==> src/rtl/approx_mult_pipe.sv <==
// approx_mult_pipe
//   Pipelined unsigned WxW multiplier. Each transaction selects one of two
//   modes. Exact mode returns the full 2W-bit product. Approximate mode drops
//   the low L product columns. It replaces them with a single compensation
//   bit, which is the OR of columns L-1 and L-2, weighted 2^(L-1).
//   All stages advance together on one global enable. That enable is also
//   in_ready, so a stalled output freezes the whole pipe and bubbles travel
//   as valid=0.
// Ports
//   clk, rst_n             clock (rising edge), async active-low reset
//   in_valid/in_ready      upstream handshake; x, y, in_approx taken on transfer
//   out_valid/out_ready    downstream handshake; z, out_approx held while stalled
//   txn_cnt                number of delivered results, wraps at 2^CNTW
module approx_mult_pipe #(
    parameter int W      = 8,
    parameter int L      = 8,
    parameter int STAGES = 2,
    parameter int CNTW   = 16
) (
    input  logic            clk,
    input  logic            rst_n,
    input  logic            in_valid,
    output logic            in_ready,
    input  logic            in_approx,
    input  logic [W-1:0]    x,
    input  logic [W-1:0]    y,
    output logic            out_valid,
    input  logic            out_ready,
    output logic [2*W-1:0]  z,
    output logic            out_approx,
    output logic [CNTW-1:0] txn_cnt
);

    // Weight of the compensation bit. It is clamped so that L=0 never shifts
    // by a negative amount. With L=0 the bit is never added.
    localparam int CSH = (L > 0) ? (L - 1) : 0;

    // Partial-product accumulation. Columns below L are excluded in approx
    // mode. Columns L-1 and L-2 feed the OR compensation bit instead.
    function automatic logic [2*W-1:0] f_mult(input logic [W-1:0] a,
                                              input logic [W-1:0] b,
                                              input logic         apx);
        logic [2*W-1:0] acc;
        logic           comp;
        logic           pp;
        acc  = '0;
        comp = 1'b0;
        for (int i = 0; i < W; i++) begin
            for (int j = 0; j < W; j++) begin
                pp = a[i] & b[j];
                if (!apx || ((i + j) >= L)) begin
                    acc = acc + ({{(2*W-1){1'b0}}, pp} << (i + j));
                end else if (((i + j) == (L - 1)) || ((i + j) == (L - 2))) begin
                    comp = comp | pp;
                end else begin
                    comp = comp;
                end
            end
        end
        if (apx && (L > 0)) begin
            acc = acc + ({{(2*W-1){1'b0}}, comp} << CSH);
        end else begin
            acc = acc;
        end
        return acc;
    endfunction

    logic [STAGES-1:0] r_vld;
    logic [STAGES-1:0] r_apx;
    logic [2*W-1:0]    r_z [STAGES];
    logic              r_live;
    logic [CNTW-1:0]   r_cnt;

    logic              w_en;
    logic              w_take;
    logic              w_deliver;
    logic [2*W-1:0]    w_prod;

    // The pipe advances whenever the output slot is empty or being drained.
    // in_ready stays low until the first clock edge after reset.
    assign w_en      = ~r_vld[STAGES-1] | out_ready;
    assign in_ready  = r_live & w_en;
    assign w_take    = in_valid & in_ready;
    assign w_deliver = r_vld[STAGES-1] & out_ready;
    assign w_prod    = f_mult(x, y, in_approx);

    // Pipeline stages: the product is captured in stage 1, then shifted
    // towards the output, with its valid bit and mode bit alongside.
    always_ff @(posedge clk or negedge rst_n) begin
        if (!rst_n) begin
            r_live <= 1'b0;
            r_vld  <= '0;
            r_apx  <= '0;
            for (int s = 0; s < STAGES; s++) begin
                r_z[s] <= '0;
            end
        end else begin
            r_live <= 1'b1;
            if (w_en) begin
                r_vld[0] <= w_take;
                r_apx[0] <= in_approx;
                r_z[0]   <= w_prod;
                for (int s = 1; s < STAGES; s++) begin
                    r_vld[s] <= r_vld[s-1];
                    r_apx[s] <= r_apx[s-1];
                    r_z[s]   <= r_z[s-1];
                end
            end
        end
    end

    // Delivered-transaction counter; wraps naturally at 2^CNTW.
    always_ff @(posedge clk or negedge rst_n) begin
        if (!rst_n) begin
            r_cnt <= '0;
        end else if (w_deliver) begin
            r_cnt <= r_cnt + {{(CNTW-1){1'b0}}, 1'b1};
        end
    end

    assign out_valid  = r_vld[STAGES-1];
    assign out_approx = r_apx[STAGES-1];
    assign z          = r_z[STAGES-1];
    assign txn_cnt    = r_cnt;

endmodule

==> config.mk <==
export PLATFORM = sky130hd
export DESIGN_NAME = approx_mult_pipe
export DESIGN_NICKNAME = d
export VERILOG_FILES = /design/src/rtl/approx_mult_pipe.sv
export SDC_FILE = /design/constraint.sdc
export NUM_CORES = 1
export LEC_CHECK = 0
export ABC_AREA = 0
export CORE_MARGIN = 4
export CORE_UTILIZATION = 55
export DETAILED_ROUTE_END_ITERATION = 10
export PLACE_DENSITY = 0.83
export SLEW_MARGIN = 10
export SYNTH_ARGS = -nofsm -noshare
export SYNTH_HDL_FRONTEND = slang
export SYNTH_SLANG_ARGS = --single-unit
==> constraint.sdc <==
create_clock -name clk -period 3.95 [get_ports clk]
set_clock_uncertainty 0.05 [all_clocks]
set_input_delay 0.79 -clock clk [delete_from_list [all_inputs] [get_ports clk]]
set_output_delay 0.79 -clock clk [all_outputs]
set_load 0.02 [all_outputs]
==> results.json, run 1 <==
{
  "outcome": "did not finish",
  "lastStage": "global routing",
  "error": "[ERROR GRT-0232] Routing congestion too high. Check the congestion heatmap in the GUI.",
  "hold_buffers": 0,
  "dp.cells": 1892,
  "synth_fp_nets": 1378,
  "worst_path_end_type": "register input",
  "yosysUniqueCellTypes": 114,
  "synthArstFlopShare_pct": 100,
  "rows": 48,
  "fp.dieH_um": 143,
  "dp_slack_ns": -14.00,
  "cts.sinks": 53,
  "cts_root_buf": "clkbuf_16",
  "htree_num_levels": 2,
  "crit_endpoint": "r_z[31]$_DFFE_PN0N_/D",
  "synth.yosys.warnings": 0,
  "fp.dieW_um": 143,
  "cts_buffers": 5,
  "hpwl_um": 27300,
  "overflow": 159,
  "clockBufferDepth": 2,
  "io_buffers": 55,
  "syn_avg_cell_area_um2": 7.87,
  "grt_max_degree": 86,
  "track_usage_pct": 74.8,
  "synth_edf_count": 0,
  "syn_inst": 1264,
  "ys.flop_type": "dfrtp_1",
  "synth-seq-cells": 53,
  "netlist_area_mm2": 0.00995,
  "yosysSeqAreaShare_pct": 13.3,
  "routabilityCongestion": 0.910,
  "initial_core_util_pct": 56.8,
  "io-pin-count": 56
}
==> through the flow <==
stage	area, um2	hold WS (ns)
3_5_place_dp	13900	0.422
3_3_place_gp	13900	0.398
4_1_cts	15000	0.437
2_1_floorplan	10400	0.389
==> synth_stat cells (42+ instances only) <==
| library cell | count | area (um2) |
|---|---|---|
| a21oi_1 | 47 | 235 |
| xnor2_1 | 97 | 850 |
| and2_1 | 70 | 438 |
| dfrtp_1 | 53 | 1330 |
| nor2_1 | 91 | 342 |
| xor2_1 | 55 | 482 |
| inv_1 | 43 | 161 |
| nand2_1 | 125 | 469 |
| ha_1 | 87 | 1090 |
| nand3_1 | 56 | 280 |
| o21ai_0 | 42 | 210 |
| nor2b_1 | 57 | 357 |
==> layer usage <==
layer,GRT usage (%),overflow
met4,76.6,79
met1,71.3,4
met3,63.5,2
met2,91.4,74
met5,25.6,0
==> logic make-up after synthesis <==
logic type      after synthesis  synth area share (%)
simple gates                567                  30.8
compound gates              238                  17.6
xor+xnor                    167                  16.4
buf+inv                     103                  4.95
fa+ha+maj                    96                  12.5
flops                        53                  13.3
mux                          39                  4.50
other cells                   1                0.0377
==> repair_timing <==
item | in CTS
cloned | 0
endpoints found under the setup margin | 13
resized for setup | 118
buffers inserted | 51
pin swaps | 95
==> run 2: changes to the inputs <==
Settings changed: CORE_UTILIZATION 55 to 40, PLACE_DENSITY 0.83 to unset, PLACE_DENSITY_LB_ADDON set to 0.15.
==> results.json, run 2 <==
{
  "syn_avg_cell_area_um2": 7.87,
  "first_global_vias": 11100,
  "syn_inst": 1264,
  "routabilityCongestion": 0.904,
  "end_kind": "flop",
  "remaining_drc_errors": 0,
  "cts_root_buf": "clkbuf_16",
  "worst-path-buf-inv": 6,
  "io-pin-count": 56,
  "path_class": "input port to flop",
  "placed_area_mm2": 0.0142,
  "grt_pass1_wl_um": 51200,
  "setup_slack_ns": -12.49,
  "cpMostUsedCell": "ha_4",
  "synth_edf_count": 0,
  "synth.yosys.warnings": 0,
  "area_growth_pct": 57.0,
  "fp.coreArea_mm2": 0.0244,
  "initial_core_util_pct": 40.8,
  "slowest_delay_ns": 0.63,
  "yosys.area.top_type_share_pct": 13.3,
  "netlist_top_cells_count": "nand2_1, xnor2_1, nor2_1",
  "fin_nets": 1876,
  "n_antenna_cell": 0,
  "wl_per_cell_um": 15.0,
  "die_area_mm2": 0.0275,
  "fp.dieH_um": 166,
  "io_buffers": 55,
  "synth_most_common_cell": "nand2_1",
  "dp_slack_ns": -13.27,
  "period_needed_ns": 16.44,
  "overflow": 0,
  "yosysTopAreaCell": "dfrtp_1",
  "vdd_drop_max_uv": 380,
  "finalHoldViolCount": 0,
  "tns_ns": -109.91,
  "cts_buffers": 5,
  "path_clk_slew_ns": 0.07,
  "final_area_mm2": 0.0156,
  "synth_fp_nets": 1378,
  "rows": 57,
  "finalPower_mw": 4.12,
  "tightest_slew_ns": 0.924,
  "hold_class": "flop to flop",
  "synthTopCellsByArea": "dfrtp_1, ha_1, xnor2_1",
  "finalSetupViolCount": 12,
  "final_core_util_pct": 64.1,
  "whs_ns": 0.419,
  "drive_gt1_share_pct": 42.8,
  "dr.first_iter.drc_count": 442,
  "rsz0062_at_grt": "true",
  "final_common_cell": "buf_4",
  "powerDensity_mw_per_mm2": 264,
  "worstPathArrival_ns": 16.58,
  "track_usage_pct": 21.5,
  "start_kind": "input port",
  "max_freq_ghz": 0.0608,
  "clockBufferDepth": 2,
  "firstDrtPassIters": 5,
  "grt_max_degree": 74,
  "clk_latency_ns": 0.30,
  "layout_common_cells": "buf_4, nand2_1, nor2_1, ha_1, and2_1",
  "hpwl_um": 23800,
  "htree_num_levels": 2,
  "cts.sinks": 53,
  "yosysSeqAreaShare_pct": 13.3,
  "outcome": "finished, violations left",
  "path_delay_family": "adder cells",
  "violations": "setup timing",
  "synth-seq-cells": 53,
  "wl_um": 31300,
  "yosysUniqueCellTypes": 114,
  "ant_nets": 0,
  "cts_tree": "built",
  "antenna_found_initial": 1,
  "crit_required_ns": 4.09,
  "synthArstFlopShare_pct": 100,
  "dp.cells": 2009,
  "finalNonFillerCells": 2086,
  "vias": 10900,
  "fp.dieW_um": 166,
  "maxSlewViolCount": 0,
  "p_leak_nw": 7.16,
  "path_max_fanout": 6,
  "hold_buffers": 0,
  "fin_crit_sh_pct": 416,
  "netlist_area_mm2": 0.00995,
  "viasPerCell": 5.23,
  "drv_cap": 0,
  "slew_headroom_pct": 38.4,
  "cp_slowest_cell": "fa_2",
  "ys.flop_type": "dfrtp_1"
}
==> run 2: cell counts after synthesis <==
Identical to the previous run, type by type.
==> run 2: cell families (layout without fill, tap and decap cells) <==
family,after synthesis,in the layout,synth area share (%)
xor gates and xnor gates,167,167,16.4
other,1,1,0.0377
AOI/OAI and AO/OA,238,238,17.6
muxes,39,39,4.50
DFF,53,53,13.3
and+or+nand+nor,567,567,30.8
buffers and inverters,103,601,4.95
adders and majority gates,96,96,12.5
==> run 2: path summary, 6_finish.rpt <==
| check | startpoint | to | depth (start not counted) | slack (ns) |
|---|---|---|---|---|
| min in group asynchronous | rst_n | z[0] | 1 | 0.43 |
| min reg2reg | r_vld[0] | r_vld[1] | 1 | 0.42 |
| max reg2reg | r_vld[1] | z[12] | 3 | 2.29 |
| max in group asynchronous | rst_n | txn_cnt[13] | 2 | 2.63 |
| max | x[0] | r_z[31] | 80 | -12.49 |
| min | r_vld[0] | r_vld[1] | 1 | 0.42 |
==> run 2: metal layers <==
layer / up-vias / global-route usage (%) / wire length (um)
met1: 5203 / 27.2 / 13800
met5: - / 0 / 0
met3: 53 / 1.45 / 572
met4: 0 / 4.52 / 615
met2: 141 / 40.3 / 16300
li1: 5507 / - / -
==> run 2: final cells by class <==
class,instances,area (um2)
timing repair buffer,550,4280
multi-input combinational,1108,9290
fill,2107,8770
tap,324,405
clock buffer,5,125
sequential,53,1330
inverter,44,168
clock inverter,2,35.0
==> run 2: power breakdown <==
part           switching [mW]  internal [mW]  total [mW]
combinational            1.34           1.53        2.87
sequential             0.0849          0.674       0.759
clock                   0.197          0.295       0.492
==> run 2: what timing repair did <==
item | in CTS | in global routing
buffers inserted | 64 | 11
endpoints found under the setup margin | 13 | 13
pin swaps | 125 | 81
resized for setup | 107 | 48
endpoints found under the hold margin | 0 | 0
Power figures use the tool's default switching activity.
==> run 3: changes to the inputs <==
Clock period 3.95 ns to 21 ns, I/O delays scaled along.
==> results.json, run 3 (same netlist as run 2, synthesis figures left out) <==
{
  "outcome": "finished, final reports clean",
  "powerDensity_mw_per_mm2": 49.1,
  "vdd_drop_max_uv": 66.8,
  "p_leak_nw": 5.61,
  "period_needed_ns": 20.07,
  "io-pin-count": 56,
  "rr_worst_depth": 3,
  "clockBufferDepth": 2,
  "grt_max_degree": 85,
  "grt_pass1_wl_um": 45300,
  "worstPathArrival_ns": 20.19,
  "finalHoldViolCount": 0,
  "start_kind": "input port",
  "finalPower_mw": 0.623,
  "cp_num_cells": 78,
  "vias": 9642,
  "area_growth_pct": 27.6,
  "p_sw_mw": 0.238,
  "tns_ns": 0,
  "track_usage_pct": 19.1,
  "swShare_pct": 38.2,
  "setup_slack_ns": 0.926,
  "layout_common_cells": "buf_4, nand2_1, nor2_1, xnor2_1, ha_1",
  "final_core_util_pct": 52.1,
  "drv_cap": 0,
  "htree_num_levels": 2,
  "remaining_drc_errors": 0,
  "slew_headroom_pct": 32.5,
  "finalSetupViolCount": 0,
  "cts_root_buf": "clkbuf_16",
  "p_int_mw": 0.385,
  "max_freq_ghz": 0.0498,
  "fp.dieH_um": 166,
  "first_global_vias": 9265,
  "fp.dieW_um": 166,
  "path_delay_family": "adder cells",
  "path_clk_slew_ns": 0.06,
  "die_area_mm2": 0.0275,
  "whs_path_depth": 1,
  "rows": 57,
  "hpwl_um": 21900,
  "slowest_delay_ns": 0.64,
  "comb_power_share_pct": 64.9,
  "cts_tree": "built",
  "fin_crit_sh_pct": 95.6,
  "power_frac_clock_pct": 12.1,
  "min_to": "txn_cnt[15]",
  "finalNonFillerCells": 1793,
  "dp.cells": 1773,
  "initial_core_util_pct": 40.8,
  "hold_buffers": 0,
  "maxSlewViolCount": 0,
  "path_class": "input port to flop",
  "drive_gt1_share_pct": 26.4,
  "worst-path-buf-inv": 2,
  "fillers": 2359,
  "firstDrtPassIters": 5,
  "cpMostUsedCell": "ha_1",
  "dp_slack_ns": -0.592,
  "min_from": "txn_cnt[15]",
  "end_kind": "flop",
  "r2r_start": "r_vld[1]",
  "seqCellArea_mm2": 0.00133,
  "io_buffers": 55,
  "p_seq_share_pct": 23.0,
  "n_antenna_cell": 0,
  "crit_required_ns": 21.12,
  "ant_nets": 0,
  "wl_per_cell_um": 15.3,
  "cts_buffers": 5,
  "path_max_fanout": 6,
  "antenna_found_initial": 1,
  "tightest_slew_ns": 0.999,
  "wl_met2_um": 13000,
  "wl_met3_um": 653,
  "wl_um": 27400,
  "clk_latency_ns": 0.29,
  "multiInputGateArea_mm2": 0.00860,
  "fin_nets": 1584,
  "dr.first_iter.drc_count": 442,
  "routabilityCongestion": 0.866,
  "fp.coreArea_mm2": 0.0244,
  "topRoutingLayerUsed": "met4",
  "cts.sinks": 53,
  "met1_length_um": 13400,
  "cp_slowest_cell": "fa_2",
  "viasPerCell": 5.38,
  "rsz0062_at_grt": "false",
  "r2r_end": "z[8]",
  "hold_class": "flop to flop",
  "final_common_cell": "buf_4",
  "overflow": 0,
  "r2r_slack_ns": 19.39
}
[run 3: cell count changes in the layout (fill, tap and decap cells not counted), moves of 7 or more]
cell,delta
a21oi_1,+9
buf_4,-284
buf_6,-10
ha_1,+10
ha_4,-16
o21ai_0,+9
o21ai_1,-8
xnor2_1,+15
xnor2_2,-12
xor2_1,+7
[run 3: final cells by class]
class                      count  area share [%]
timing repair buffer         258            16.3
clock buffer                   5           0.985
inverter                      44            1.30
clock inverter                 1          0.0394
multi-input combinational   1108            67.7
sequential                    53            10.4
tap                          324            3.19
[run 3: how the worst max path moves through the flow]
stage / from / endpoint / slack [ns]
3_3_place_gp: y[0] / r_z[31] / -0.25
3_5_place_dp: y[0] / r_z[31] / -0.59
4_1_cts: x[0] / r_z[31] / 0.11
6_report: x[0] / r_z[31] / 0.93
5_1_grt: x[0] / r_z[31] / 0.05
2_1_floorplan: x[0] / r_z[31] / 0.02
[run 3: what timing repair did]
item / 4_1_cts / 5_1_grt
endpoints found under the hold margin: 0 / 0
setup buffers: 10 / 4
resized for setup: 19 / 54
setup endpoints to repair: 1 / 3
pin swaps: 25 / 42
[run 3: metrics by stage]
stage          hold slack (ns)  cell area, um2
4_1_cts                  0.424           12400
2_1_floorplan            0.389           10100
6_report                 0.419           12700
3_3_place_gp             0.395           12200
3_5_place_dp             0.409           12200
5_1_grt                  0.444           12700
[run 3: power groups by stage]
| stage | clock (mW) | combinational, mW | sequential, mW |
|---|---|---|---|
| after detailed placement | 0 | 0.387 | 0.146 |
| after global placement | 0 | 0.381 | 0.145 |
| after CTS | 0.0778 | 0.396 | 0.144 |
| final | 0.0755 | 0.405 | 0.143 |
| after global routing | 0.0808 | 0.448 | 0.146 |
| after floorplan | 0 | 0.237 | 0.147 |
[run 3: layer usage]
metal  global-route usage (%)  vias to the layer above
met5                        0                        -
met4                     2.51                        0
met3                     1.29                       19
met2                     33.5                      145
met1                     26.6                     4549
li1                         -                     4929
==> RTL change 1 (config.mk and constraints of run 2) <==
Change the parameter `CNTW` from 16 to 32.
--- a/src/rtl/approx_mult_pipe.sv
+++ b/src/rtl/approx_mult_pipe.sv
@@ -15,7 +15,7 @@
     parameter int W      = 8,
     parameter int L      = 8,
     parameter int STAGES = 2,
-    parameter int CNTW   = 16
+    parameter int CNTW   = 32
 ) (
     input  logic            clk,
     input  logic            rst_n,
Ports: changed (resized txn_cnt); port bits go from 56 to 72. The function was not compared with the original's and may differ.
==> RTL change 1 against run 2 <==
  * The flow still finishes with violations (setup timing)
  * Final area is 6.3% higher
  * Worst setup slack gained 0.80 ns
  * Power is 9.6% higher
  * Sequential cell count grew 16
  * Area after synthesis grew 7.8%
  * Count of clock-buffer cells in the layout rose by 4
  * Wire length up 3.9%
  * Global-route usage decreased by 0.080 points
  * Via count is 2.7% higher
==> RTL change 1: results (changes against run 2) <==
| Metric | Value |
|---|---|
| Post-synthesis sequential area ratio | 0.161 (was 0.133) |
| Multi-input logic portion of the cell area | 0.584 (was 0.594) |
| Clk_lat worst skew | 0.34 ns (was 0.30 ns) |
| Mux cell area share after synthesis | 0.0500 (was 0.0450) |
| Failing checks | setup timing (unchanged) |
| Largest net degree at the start of global routing | 88 (was 74) |
| Area fraction in compound gates after synthesis | 0.168 (was 0.176) |
| Worst setup margin | -11.69 ns (was -12.49 ns) |
| Clock-cell share | 0.0197 (was 0.0102) |
| Worst vdd ir | 0.274 mV (was 0.380 mV) |
| Sequential Area | 1730 um2 (was 1330 um2) |
| Diodes inserted | 1 (was 0) |
| Xor/xnor cell area share of the yosys netlist | 0.175 (was 0.164) |
| RD Place Congestion | 0.859 (was 0.904) |
| Post-CTS resize count | 97 (was 107) |
| Top cells by area, synth | dfrtp_1 16%, ha_1 10%, xnor2_1 8.7%, xor2_1 4.5%, and2_1 3.9% (was dfrtp_1 13%, ha_1 11%, xnor2_1 8.5%, xor2_1 4.8%, nand2_1 4.7%) |
| H-tree depth | 3 (was 2) |
| Status | finished, violations left (unchanged) |
| I/O Buffers | 71 (was 55) |
| Clock Sink Count | 69 (was 53) |
| Switching power | 1.67 mW (was 1.62 mW) |
| Gr usage total | 0.214 (was 0.215) |
| Dpl ws | -12.84 ns (was -13.27 ns) |
| Hold Crit Class | in2async (was reg2reg) |
| Setup TNS Final | -106.06 ns (was -109.91 ns) |
| Pleak | 7.46 nW (was 7.16 nW) |
| First-pass GRT wire length | 52.7 mm (was 51.2 mm) |
| WP data arrival | 15.86 ns (was 16.58 ns) |
| Synth cell types | 115 (was 114) |
| P per Cell Area | 272 nW/um2 (was 264 nW/um2) |
| Fillers | 2,183 (was 2,107) |
| Logic pwr share | 0.599 (was 0.696) |
| WL final | 32.5 mm (was 31.3 mm) |
| Terminus of the critical flop-to-flop path | txn_cnt[31]$_DFFE_PN0P_ (was z[12]$_DFFE_PN0N_) |
| Inverters | 46 (was 44) |
| Final setup vio count | 12 (unchanged) |
| Non-clk bufs | 541 (was 550) |
| Clock buffer depth | 2 (unchanged) |
| Post-Synth Adder-Cell Area | 0.116 (was 0.125) |
| Relative slew slack | 0.323 (was 0.384) |
| Post-CTS Setup Bufs | 50 (was 64) |
| Syn_nets | 1,408 (was 1,378) |
| Post-DP Area | 15,000 um2 (was 14,200 um2) |
| #MultiIn Comb | 1,120 (was 1,108) |
| Synth cell count leaders | 106 x xnor2_1, 103 x nand2_1, 88 x nor2_1, 87 x ha_1, 69 x dfrtp_1 (was 125 x nand2_1, 97 x xnor2_1, 91 x nor2_1, 87 x ha_1, 70 x and2_1) |
| Worst Setup SP | in_approx (was x[0]) |
-- RTL change 1: per-layer routing --
| layer | track usage | wire (um) | up-vias |
|---|---|---|---|
| li1 | - | - | 5623 |
| met1 | 0.273 | 14200 | 5383 |
| met2 | 0.388 | 16500 | 136 |
| met3 | 0.0195 | 778 | 59 |
| met4 | 0.0574 | 954 | 0 |
| met5 | 0 | 0 | - |
-- RTL change 1: per-stage QoR --
| stage | instances | total power, mW |
|---|---|---|
| 4_1_cts | 2108 | 4.20 |
| 2_1_floorplan | 1294 | 2.26 |
| 3_3_place_gp | 2042 | 2.98 |
| 6_report | 2128 | 4.52 |
| 5_1_grt | 2128 | 4.80 |
| 3_5_place_dp | 2042 | 3.03 |
==> RTL change 2 (config.mk and constraints of run 2) <==
Made on the original files. Make the reset (`rst_n`) synchronous in 2 clocked blocks. Comments in the files are not updated.
--- a/src/rtl/approx_mult_pipe.sv
+++ b/src/rtl/approx_mult_pipe.sv
@@ -86,7 +86,7 @@
 
     // Pipeline stages: the product is captured in stage 1, then shifted
     // towards the output, with its valid bit and mode bit alongside.
-    always_ff @(posedge clk or negedge rst_n) begin
+    always_ff @(posedge clk) begin
         if (!rst_n) begin
             r_live <= 1'b0;
             r_vld  <= '0;
@@ -110,7 +110,7 @@
     end
 
     // Delivered-transaction counter; wraps naturally at 2^CNTW.
-    always_ff @(posedge clk or negedge rst_n) begin
+    always_ff @(posedge clk) begin
         if (!rst_n) begin
             r_cnt <= '0;
         end else if (w_deliver) begin
Behaviour: not the same (a bounded check fails within 4 cycles, from zero or initial values and one cycle with rst_n low; the reset may be asserted at any time).
==> RTL change 2 against run 2 <==
  * The flow still finishes with violations (setup timing)
  * Power decreased by 26%
  * Wire length decreased by 11%
  * Highest routed layer is now met5
  * Largest cell class unchanged
  * Cell count decreased by 7.5%
  * Final area decreased by 5.3%
  * Area after synthesis decreased by 4.8%
  * Worst setup slack improved by 1.1 ns
  * Register-to-register slack got worse by 0.13 ns
  * Sequential share of layout area increased by 0.85 points
  * Sequential cell count unchanged
==> RTL change 2: results (changes against run 2) <==
| Metric | Value |
|---|---|
| Min-delay src | r_vld[0]$_SDFFE_PN0N_ (was r_vld[0]$_DFFE_PN0N_) |
| Inverters | 39 (was 44) |
| Worst setup margin | -11.35 ns (was -12.49 ns) |
| # clk buffers | 7 (was 5) |
| Synth cell count leaders | 92 x nor2_1, 90 x nand2_1, 87 x ha_1, 86 x xnor2_1, 70 x and2_1 (was 125 x nand2_1, 97 x xnor2_1, 91 x nor2_1, 87 x ha_1, 70 x and2_1) |
| Syn_nets | 1,297 (was 1,378) |
| Post-Synth Adder-Cell Area | 0.134 (was 0.125) |
| Fillers | 2,040 (was 2,107) |
| Status | finished, violations left (unchanged) |
| Routed via count | 9,949 (was 10,900) |
| Worst vdd ir | 0.246 mV (was 0.380 mV) |
| Failing checks | setup timing (unchanged) |
| Reg-to-reg slack, setup | 2.16 ns (was 2.29 ns) |
| Non-clk bufs | 476 (was 550) |
| Signal buf overhead | 0.253 (was 0.274) |
| #MultiIn Comb | 1,035 (was 1,108) |
| Avg WL per Cell | 14.4 um (was 15.0 um) |
| Layout cells sized above 1 | 0.403 (was 0.428) |
| Terminus of the critical flop-to-flop path | txn_cnt[15]$_SDFFE_PN0P_ (was z[12]$_DFFE_PN0N_) |
| Xor/xnor cell area share of the yosys netlist | 0.174 (was 0.164) |
| Post-synthesis sequential area ratio | 0.146 (was 0.133) |
| Top cells by area, synth | ha_1 11%, edfxtp_1 10%, xnor2_1 7.9%, xor2_1 5.5%, and2_1 4.6% (was dfrtp_1 13%, ha_1 11%, xnor2_1 8.5%, xor2_1 4.8%, nand2_1 4.7%) |
| Post-DP Area | 13,500 um2 (was 14,200 um2) |
| Hold EP | r_vld[1]$_SDFFE_PN0N_ (was r_vld[1]$_DFFE_PN0N_) |
| Final setup vio count | 12 (unchanged) |
| Cells on worst reg2reg path | 7 (was 3) |
| Area fraction in compound gates after synthesis | 0.157 (was 0.176) |
| WP data arrival | 15.28 ns (was 16.58 ns) |
-- RTL change 2: changes by cell type in the layout (fill, tap and decap cells not counted), moves of 11 or more --
cell	before	now
o21ai_1	19	8
mux2_2	25	4
dfrtp_1	53	0
edfxtp_1	0	32
buf_4	487	413
and3_1	14	40
nand2_1	121	88
dfxtp_1	0	21
-- RTL change 2: per-layer routing --
| metal | track usage | vias to the layer above | part of all wire | routed length, um |
|---|---|---|---|---|
| li1 | - | 5088 | - | - |
| met1 | 0.281 | 4674 | 0.47 | 13000 |
| met2 | 0.371 | 148 | 0.49 | 13500 |
| met3 | 0.00812 | 37 | 0.025 | 685 |
| met4 | 0.0461 | 2 | 0.022 | 607 |
| met5 | 0 | - | 0.00047 | 13 |
-- RTL change 2: power breakdown --
part | leakage, nW | internal [mW] | switching [mW]
Combinational | 5.90 | 1.06 | 0.930
Sequential | 0.552 | 0.657 | 0.0135
Clock | 0.0641 | 0.235 | 0.178
Total | 6.52 | 1.95 | 1.12
